### src/rtl/alu_issue.sv
// rtl/alu_issue.sv - RV32I OP/OP-IMM issue front end: decode, register file, ALU handshake, writeback
module alu_issue #(
  parameter int DATA_WIDTH     = 32,
  parameter int TIMEOUT_CYCLES = 15
) (
  input  logic                  clk,
  input  logic                  rst,
  input  logic [31:0]           instr,
  input  logic                  instr_valid,
  output logic                  instr_ready,
  output logic [DATA_WIDTH-1:0] lhs,
  output logic                  lhs_valid,
  output logic [DATA_WIDTH-1:0] rhs,
  output logic                  rhs_valid,
  output logic [2:0]            operation,
  output logic                  operation_valid,
  output logic [6:0]            metadata,
  output logic                  metadata_valid,
  input  logic [DATA_WIDTH-1:0] result,
  input  logic                  result_valid,
  output logic                  retire_valid,
  output logic [4:0]            retire_rd,
  output logic [DATA_WIDTH-1:0] retire_data,
  output logic                  illegal,
  output logic                  timeout,
  input  logic [4:0]            dbg_addr,
  output logic [DATA_WIDTH-1:0] dbg_data
);

  typedef enum logic [2:0] {S_IDLE, S_DECODE, S_EXEC, S_WB, S_TRAP} state_t;

  localparam int CW = $clog2(TIMEOUT_CYCLES + 1);
  localparam logic [CW-1:0] CNT_LAST = CW'(TIMEOUT_CYCLES - 1);

  state_t                state_q, state_d;
  logic                  live_q;
  logic [31:0]           instr_q;
  logic [DATA_WIDTH-1:0] regs_q [32];
  logic [DATA_WIDTH-1:0] lhs_q, rhs_q, result_q;
  logic [2:0]            op_q;
  logic [6:0]            meta_q;
  logic [4:0]            rd_q;
  logic [CW-1:0]         cnt_q;
  logic                  trap_illegal_q;

  logic [6:0]            opcode, funct7;
  logic [2:0]            funct3;
  logic [4:0]            rs1, rs2, rd;
  logic [DATA_WIDTH-1:0] rs1_val, rs2_val, dec_rhs;
  logic [6:0]            dec_meta;
  logic                  dec_legal, is_shift, accept, cnt_expired;

  assign opcode   = instr_q[6:0];
  assign rd       = instr_q[11:7];
  assign funct3   = instr_q[14:12];
  assign rs1      = instr_q[19:15];
  assign rs2      = instr_q[24:20];
  assign funct7   = instr_q[31:25];
  assign is_shift = (funct3 == 3'd1) || (funct3 == 3'd5);

  assign rs1_val  = (rs1 == 5'd0) ? '0 : regs_q[rs1];
  assign rs2_val  = (rs2 == 5'd0) ? '0 : regs_q[rs2];
  assign dbg_data = (dbg_addr == 5'd0) ? '0 : regs_q[dbg_addr];

  // For OP-IMM the rs2/funct7 fields are imm[4:0]/imm[11:5], so shifts reuse them directly.
  always_comb begin
    dec_legal = 1'b0;
    dec_rhs   = rs2_val;
    dec_meta  = 7'd0;
    case (opcode)
      7'h33: begin
        dec_meta  = funct7;
        dec_rhs   = is_shift ? {{(DATA_WIDTH-5){1'b0}}, rs2_val[4:0]} : rs2_val;
        dec_legal = (funct7 == 7'h00) ||
                    ((funct7 == 7'h20) && ((funct3 == 3'd0) || (funct3 == 3'd5)));
      end
      7'h13: begin
        if (is_shift) begin
          dec_rhs   = {{(DATA_WIDTH-5){1'b0}}, rs2};
          dec_meta  = funct7;
          dec_legal = (funct7 == 7'h00) || ((funct7 == 7'h20) && (funct3 == 3'd5));
        end else begin
          dec_rhs   = {{(DATA_WIDTH-12){instr_q[31]}}, instr_q[31:20]};
          dec_legal = 1'b1;
        end
      end
      default: dec_legal = 1'b0;
    endcase
  end

  assign instr_ready = live_q && (state_q == S_IDLE);
  assign accept      = instr_valid && instr_ready;
  assign cnt_expired = (cnt_q == CNT_LAST);

  always_comb begin
    state_d = state_q;
    case (state_q)
      S_IDLE:   if (accept) state_d = S_DECODE;
      S_DECODE: state_d = dec_legal ? S_EXEC : S_TRAP;
      S_EXEC: begin
        if (result_valid)     state_d = S_WB;
        else if (cnt_expired) state_d = S_TRAP;
      end
      S_WB:     state_d = S_IDLE;
      S_TRAP:   state_d = S_IDLE;
      default:  state_d = S_IDLE;
    endcase
  end

  always_ff @(posedge clk or negedge rst) begin
    if (!rst) begin
      state_q        <= S_IDLE;
      live_q         <= 1'b0;
      instr_q        <= '0;
      lhs_q          <= '0;
      rhs_q          <= '0;
      result_q       <= '0;
      op_q           <= '0;
      meta_q         <= '0;
      rd_q           <= '0;
      cnt_q          <= '0;
      trap_illegal_q <= 1'b0;
      for (int i = 0; i < 32; i++) regs_q[i] <= '0;
    end else begin
      state_q <= state_d;
      live_q  <= 1'b1;
      case (state_q)
        S_IDLE: if (accept) instr_q <= instr;
        S_DECODE: begin
          cnt_q <= '0;
          if (dec_legal) begin
            lhs_q  <= rs1_val;
            rhs_q  <= dec_rhs;
            op_q   <= funct3;
            meta_q <= dec_meta;
            rd_q   <= rd;
          end else begin
            trap_illegal_q <= 1'b1;
          end
        end
        S_EXEC: begin
          if (result_valid) begin
            result_q <= result;
            cnt_q    <= '0;
          end else if (cnt_expired) begin
            trap_illegal_q <= 1'b0;
            cnt_q          <= '0;
          end else begin
            cnt_q <= cnt_q + 1'b1;
          end
        end
        S_WB: if (rd_q != 5'd0) regs_q[rd_q] <= result_q;
        default: ;
      endcase
    end
  end

  assign lhs             = lhs_q;
  assign rhs             = rhs_q;
  assign operation       = op_q;
  assign metadata        = meta_q;
  assign lhs_valid       = (state_q == S_EXEC);
  assign rhs_valid       = (state_q == S_EXEC);
  assign operation_valid = (state_q == S_EXEC);
  assign metadata_valid  = (state_q == S_EXEC);
  assign retire_valid    = (state_q == S_WB);
  assign retire_rd       = (state_q == S_WB) ? rd_q : 5'd0;
  assign retire_data     = (state_q == S_WB) ? result_q : '0;
  assign illegal         = (state_q == S_TRAP) && trap_illegal_q;
  assign timeout         = (state_q == S_TRAP) && !trap_illegal_q;

endmodule

### config.mk
export PLATFORM = sky130hd
export DESIGN_NAME = alu_issue
export DESIGN_NICKNAME = d
export VERILOG_FILES = /design/src/rtl/alu_issue.sv
export SDC_FILE = /design/constraint.sdc
export NUM_CORES = 2
export LEC_CHECK = 0
export BUFFER_PORTS_ARGS = -buffer_cell sky130_fd_sc_hd__buf_2
export CAP_MARGIN = 0
export CORE_MARGIN = 2
export CORE_UTILIZATION = 48
export CTS_BUF_LIST = sky130_fd_sc_hd__clkbuf_2
export DETAILED_ROUTE_END_ITERATION = 16
export PLACE_DENSITY = 0.64
export SYNTH_ARGS = -nofsm -noshare
export SYNTH_HDL_FRONTEND = slang
export SYNTH_SLANG_ARGS = --single-unit
### constraint.sdc
create_clock -name clk -period 2.7 [get_ports clk]
set_clock_uncertainty 0.2 [all_clocks]
set_input_delay 0.405 -clock clk [delete_from_list [all_inputs] [get_ports clk]]
set_output_delay 0.405 -clock clk [all_outputs]
set_load 0.02 [all_outputs]
# --- Yosys cells after proc, flatten, opt, wreduce, memory -nomap -nowiden ---
# Index checks and enable logic that the tools add are counted.
totals:
  reg_bits: 1176
  input_bits: 73
  out_inout_bits: 151
  wordCells: 130
op_classes:
  add_sub_neg: 1
  magnitude_cmp: 5
  eq_ne: 15
  muxes: 36
  n_bitwise: 4
  n_reduce_logical: 26
ops:
  columns: ["operator", "count"]
  rows:
  - ["$bwmux W1024", 1]
  - ["$bmux W32 S5", 3]
  - ["$mux W32", 13]
  - ["$demux W32 S5", 1]
  - ["$pmux W32 S2", 1]
  - ["$ge A6 B6 Y1 const B", 4]
  - ["$not A5 Y6", 4]
  - ["$logic_not A5 Y1", 3]
  - ["$eq A7 B6 Y1 const B", 2]
  - ["$pmux W7 S2", 1]
  - ["$mux W3", 4]
  - ["$reduce_and A2 Y1", 5]
  - ["$pmux W3 S3", 1]
  - ["$mux W4", 2]
  - ["$pmux W4 S2", 1]
  - ["$eq A7 B5 Y1 const B", 1]
  - ["$logic_and A1 B1 Y1", 7]
  - ["$logic_not A7 Y1", 1]
  - ["$mux W7", 1]
  - ["$eq A3 B1 Y1 const B", 2]
  - ["$eq A3 B2 Y1 const B", 2]
  - ["$eq A3 B3 Y1 const B", 2]
  - ["$logic_not A3 Y1", 2]
  - ["$lt A6 B1 Y1 const B", 1]
  - ["13 further kinds", 22]

# --- Depth between registers and ports, before layout ---
logic_depth:
  word_depth: 7
  depth_mapped: 10
  depth_no_buf: 7

# --- Worst setup path before layout ---
# No wires, ideal clock.
synth_timing:
  kind: "input -> output"
  startpoint: "in dbg_addr[1]"
  endpoint: "out dbg_data[10]"
  arrival_ns: 2.325
  t_required_ns: 2.095
  setup_slack_ns: -0.230
  cell_stages: 7
  n_path_buf: 3
  path_cell_list: "clkbuf_1 > clkbuf_1 > buf_1 > mux4_2 > mux4_2 > nand2_1 > o21ai_0"
synth_via:
  elab_chain_cells: 5
  elab_cells_between_ends: 6
  cone_classes: "mux (4); bitwise (1); reduce/logical (1)"
synth_lines:
  columns: ["element", "line_no", "text"]
  rows:
  - ["start: declaration", "26", "input logic [4:0] dbg_addr,"]
  - ["$not A5 Y6 (implied by the code)", "63", "assign dbg_data = (dbg_addr == 5'd0) ? '0 : regs_q[dbg_addr];"]
  - ["$bmux W32 S5", "63", null]
  - ["$mux W32 (implied by the code) (2 in series)", "63", null]
  - ["$mux W32 *", "63", null]
  - ["end: declaration", "27", "output logic [DATA_WIDTH-1:0] dbg_data"]
# Every way passes the cells marked *; elsewhere a longest branch is shown, timed or not. The select of a mux whose other input is x is not followed.

# --- Worst setup path in the final report ---
layout_timing:
  startpoint: "reg regs_q[145] (netlist bit)"
  endpoint: "out dbg_data[17]"
layout_via:
  elab_chain_cells: 4
layout_lines:
  columns: ["element", "line_no", "text"]
  rows:
  - ["start: declaration", "38", "logic [DATA_WIDTH-1:0] regs_q [32];"]
  - ["start signal: indexed assignment", "152", "S_WB: if (rd_q != 5'd0) regs_q[rd_q] <= result_q;"]
  - ["$bmux W32 S5", "63", null]
  - ["$mux W32 (implied by the code) (2 in series)", "63", null]
  - ["$mux W32", "63", null]
# No other way between the ends. The select of a mux whose other input is x is not followed.

==> out/results.txt <==
outcome = finished, violations left
failing checks = setup timing
largest net degree at the start of global routing = 87
part of the cycle the worst path needs = 155.6%
family with the most delay on the worst path = multiplexers
Iteration-0 DRC Markers = 6042
synthesis-to-finish area growth = 24.50%
minimum clock period = 4.201 ns
drt drc = 0
All-Layer GR Usage = 35.11%
fraction of final layout cells sized beyond drive strength 1 = 63.43%
Post-synth EDFFs = 0
sequential area share after synthesis = 43.18%
syn_area_per_cell = 15.36 sq um
fmax = 238.1 MHz
Setup CP Type = register to output port
layout net count = 5461
type of the worst min-delay path = input pin to register
critical path launch point type = register
die width = 380.8 um
WL final = 258700 um
peak supply drop = 0.5999 mV
DP Worst Slack = -0.4831 ns
total grt overflow = 0
Num CTS Buffers = 333
routability congestion estimate = 0.8819
pwr dens = 612.2 nW/um^2
Port Buffers = 223
routed via count = 51061
CP max stage cell = mux4_2
Initial Utilization = 48.25%
max_cap viols = 0
htree depth = 5
vias per cell = 6.807
Worst-path clk slew = 0.10 ns
asr flop ratio synth = 100.0%
Setup violations, final = 181
crit-path cells = mux4_2 > mux4_2 > nand2_2 > o21ai_4 > buf_6
vias in the first global route = 51389
critical path data required time = 2.10 ns
worst slew pin tran = 1.265 ns
relative slew slack = 15.65%
TritonRoute pass-1 iters = 5
post-DR wirelength/cell = 34.49 um
RSZ-0062 raised after global routing = true
Slew Limit Fails = 0
critical path arrival = 3.60 ns
core area = 141200 sq um
die span in y = 380.8 um
boundary pin count = 224
Lkg Pwr = 39.09 nW
initial antenna violation count = 5
post-synth cell types = 69
Ys Warns = 0
Syn Nets = 4512
Cells after Synth = 4437
most used cell, CP = mux4_2
worst-path fanout max = 2
Yosys reg bits = 1176
Power Total = 51.93 mW
first-pass GRT wire length = 369000 um
Post-synth top flop = dfrtp_1
Mapped Area = 68150 sq um
critical path capture point type = output port
CTS max path bufs = 4
CP max stage delay = 0.52 ns
Cell Rows = 138
CTS tree = yes
WHS = 0.02570 ns
Sink Count = 1176
ANT nets after route = 0
worst skew pair latency = 1.85 ns
Final HPWL DP = 153500 um
CP Buf/Inv Count = 1
post-route setup slack = -1.501 ns
root buf cell = clkbuf_2
die area = 145000 sq um
final hold vios = 0
Final TNS setup = -115.18 ns
[timing repair]
item | in CTS | in global routing
setup endpoints to repair | 191 | 225
gates resized for setup | 453 | 214
pin swaps | 27 | 48
gates cloned | 17 | 9
setup buffers | 153 | 92
endpoints found under the hold margin | 1248 | 24
hold buffers | 206 | 24
[cells by family after synthesis]
family,count (synthesis),share of synthesized area (%)
AOI/OAI and AO/OA,323,3.309
adders and majority gates,2,0.03672
buffers and inverters,565,3.852
DFF,1176,43.18
muxes,2016,46.99
other,1,0.005503
and+or+nand+nor,354,2.622
[layer usage]
layer  share of wire (%)  track usage, %  vias to the layer above
met5               0.010               0                        -
li1                    -               -                    19683
met3                  11           9.328                      834
met2                  45           51.93                     3535
met4                 6.4           19.43                        4
met1                  38           47.33                    27005
[worst min-delay path, cell delays in order]
cell,delay (ns)
dlygate4sd3_1,0.52
buf_2,0.10
dlygate4sd3_1,0.55
mux2_2,0.14
dlymetal6s4s_1,0.18
[where the power goes]
part	switching, mW	total, mW	internal (mW)
logic	11.9	20.3	8.36
registers	0.759	18.9	18.1
clock network	8.14	12.8	4.66
[area by class of cell]
| cell class | count | area, sq um |
|---|---|---|
| diodes | 8 | 20.02 |
| fillers | 10832 | 56400 |
| well taps | 1890 | 2365 |
| multi-input cells | 2696 | 37160 |
| clock buffers | 461 | 2307 |
| clock inverters | 91 | 386.6 |
| flip-flops and latches | 1176 | 29470 |
| inverters | 48 | 180.2 |
| repair buffers | 1131 | 12950 |
[synth_stat cells, types with 13 or more instances]
library cell / number / share of area, %
nor2_1: 70 / 0.39
o22ai_1: 105 / 0.96
nand2_1: 104 / 0.57
buf_2: 142 / 1.0
nand3_1: 22 / 0.16
o32ai_1: 25 / 0.32
o21ai_0: 51 / 0.37
mux2_4: 18 / 0.40
a22oi_1: 31 / 0.34
nor3_1: 23 / 0.17
o32a_1: 19 / 0.28
dfrtp_1: 1176 / 43
mux2i_1: 81 / 1.2
clkbuf_1: 253 / 1.4
buf_1: 56 / 0.31
mux4_2: 820 / 27
and2_1: 47 / 0.43
o211ai_1: 42 / 0.46
or3_1: 33 / 0.30
buf_4: 49 / 0.54
inv_1: 45 / 0.25
buf_6: 13 / 0.21
mux2_2: 1083 / 18
[layout by cell type (no fill, tap or decap), types with 15 or more instances in the layout]
cell type | synthesis | layout
a22oi_1 | 31 | 23
and2_4 | 0 | 38
buf_12 | 2 | 202
buf_16 | 0 | 26
buf_2 | 142 | 69
buf_4 | 49 | 404
buf_6 | 13 | 185
clkbuf_2 | 1 | 461
clkinv_1 | 2 | 71
dfrtp_1 | 1176 | 1157
dlygate4sd3_1 | 0 | 200
dlymetal6s4s_1 | 0 | 23
inv_1 | 45 | 25
inv_2 | 1 | 29
mux2_2 | 1083 | 1065
mux2_4 | 18 | 36
mux2i_1 | 81 | 74
mux4_2 | 820 | 826
nand2_1 | 104 | 70
nand2_2 | 0 | 21
nand3_1 | 22 | 20
nor2_1 | 70 | 57
nor3_1 | 23 | 20
o211ai_1 | 42 | 42
o21ai_0 | 51 | 17
o21ai_4 | 0 | 15
o22ai_1 | 105 | 80
o22ai_2 | 0 | 23
o32a_1 | 19 | 19
o32ai_1 | 25 | 20
or3_1 | 33 | 33
[path summary, 6_finish.rpt]
kind	start	endpoint	slack, ns	depth (start not counted)
min reg2reg	regs_q[995]$_DFFE_PN0P_	regs_q[995]$_DFFE_PN0P_	0.21	0
min	instr[30]	instr_q[30]$_DFFE_PN0P_	0.03	5
max in group asynchronous	rst	regs_q[785]$_DFFE_PN0P_	0.40	8
max	regs_q[145]$_DFFE_PN0P_	dbg_data[17]	-1.50	5
min in group asynchronous	rst	instr_q[2]$_DFFE_PN0P_	0.76	6
max reg2reg	instr_q[15]$_DFFE_PN0P_	lhs[29]$_DFFE_PN0P_	-0.24	10
[sequential cells by signal, indices dropped and copies added, names as in the netlist]
register        flops
trap_illegal_q      1
operation           3
live_q              1
state_q             3
rd_q                5
metadata            7
lhs                32
instr_q            32
regs_q           1024
result_q           32
rhs                32
cnt_q               4
[stage by stage]
stage | instances | utilization (%) | area (sq um)
2_1_floorplan | 4437 | - | 68330
5_1_grt | 7500 | 60.07 | 84840
3_3_place_gp | 6461 | 53.10 | 75000
4_1_cts | 7387 | 58.76 | 82990
3_5_place_dp | 6461 | 53.10 | 75000
6_report | 7501 | 60.07 | 84840
(Power assumes the default switching activity.)
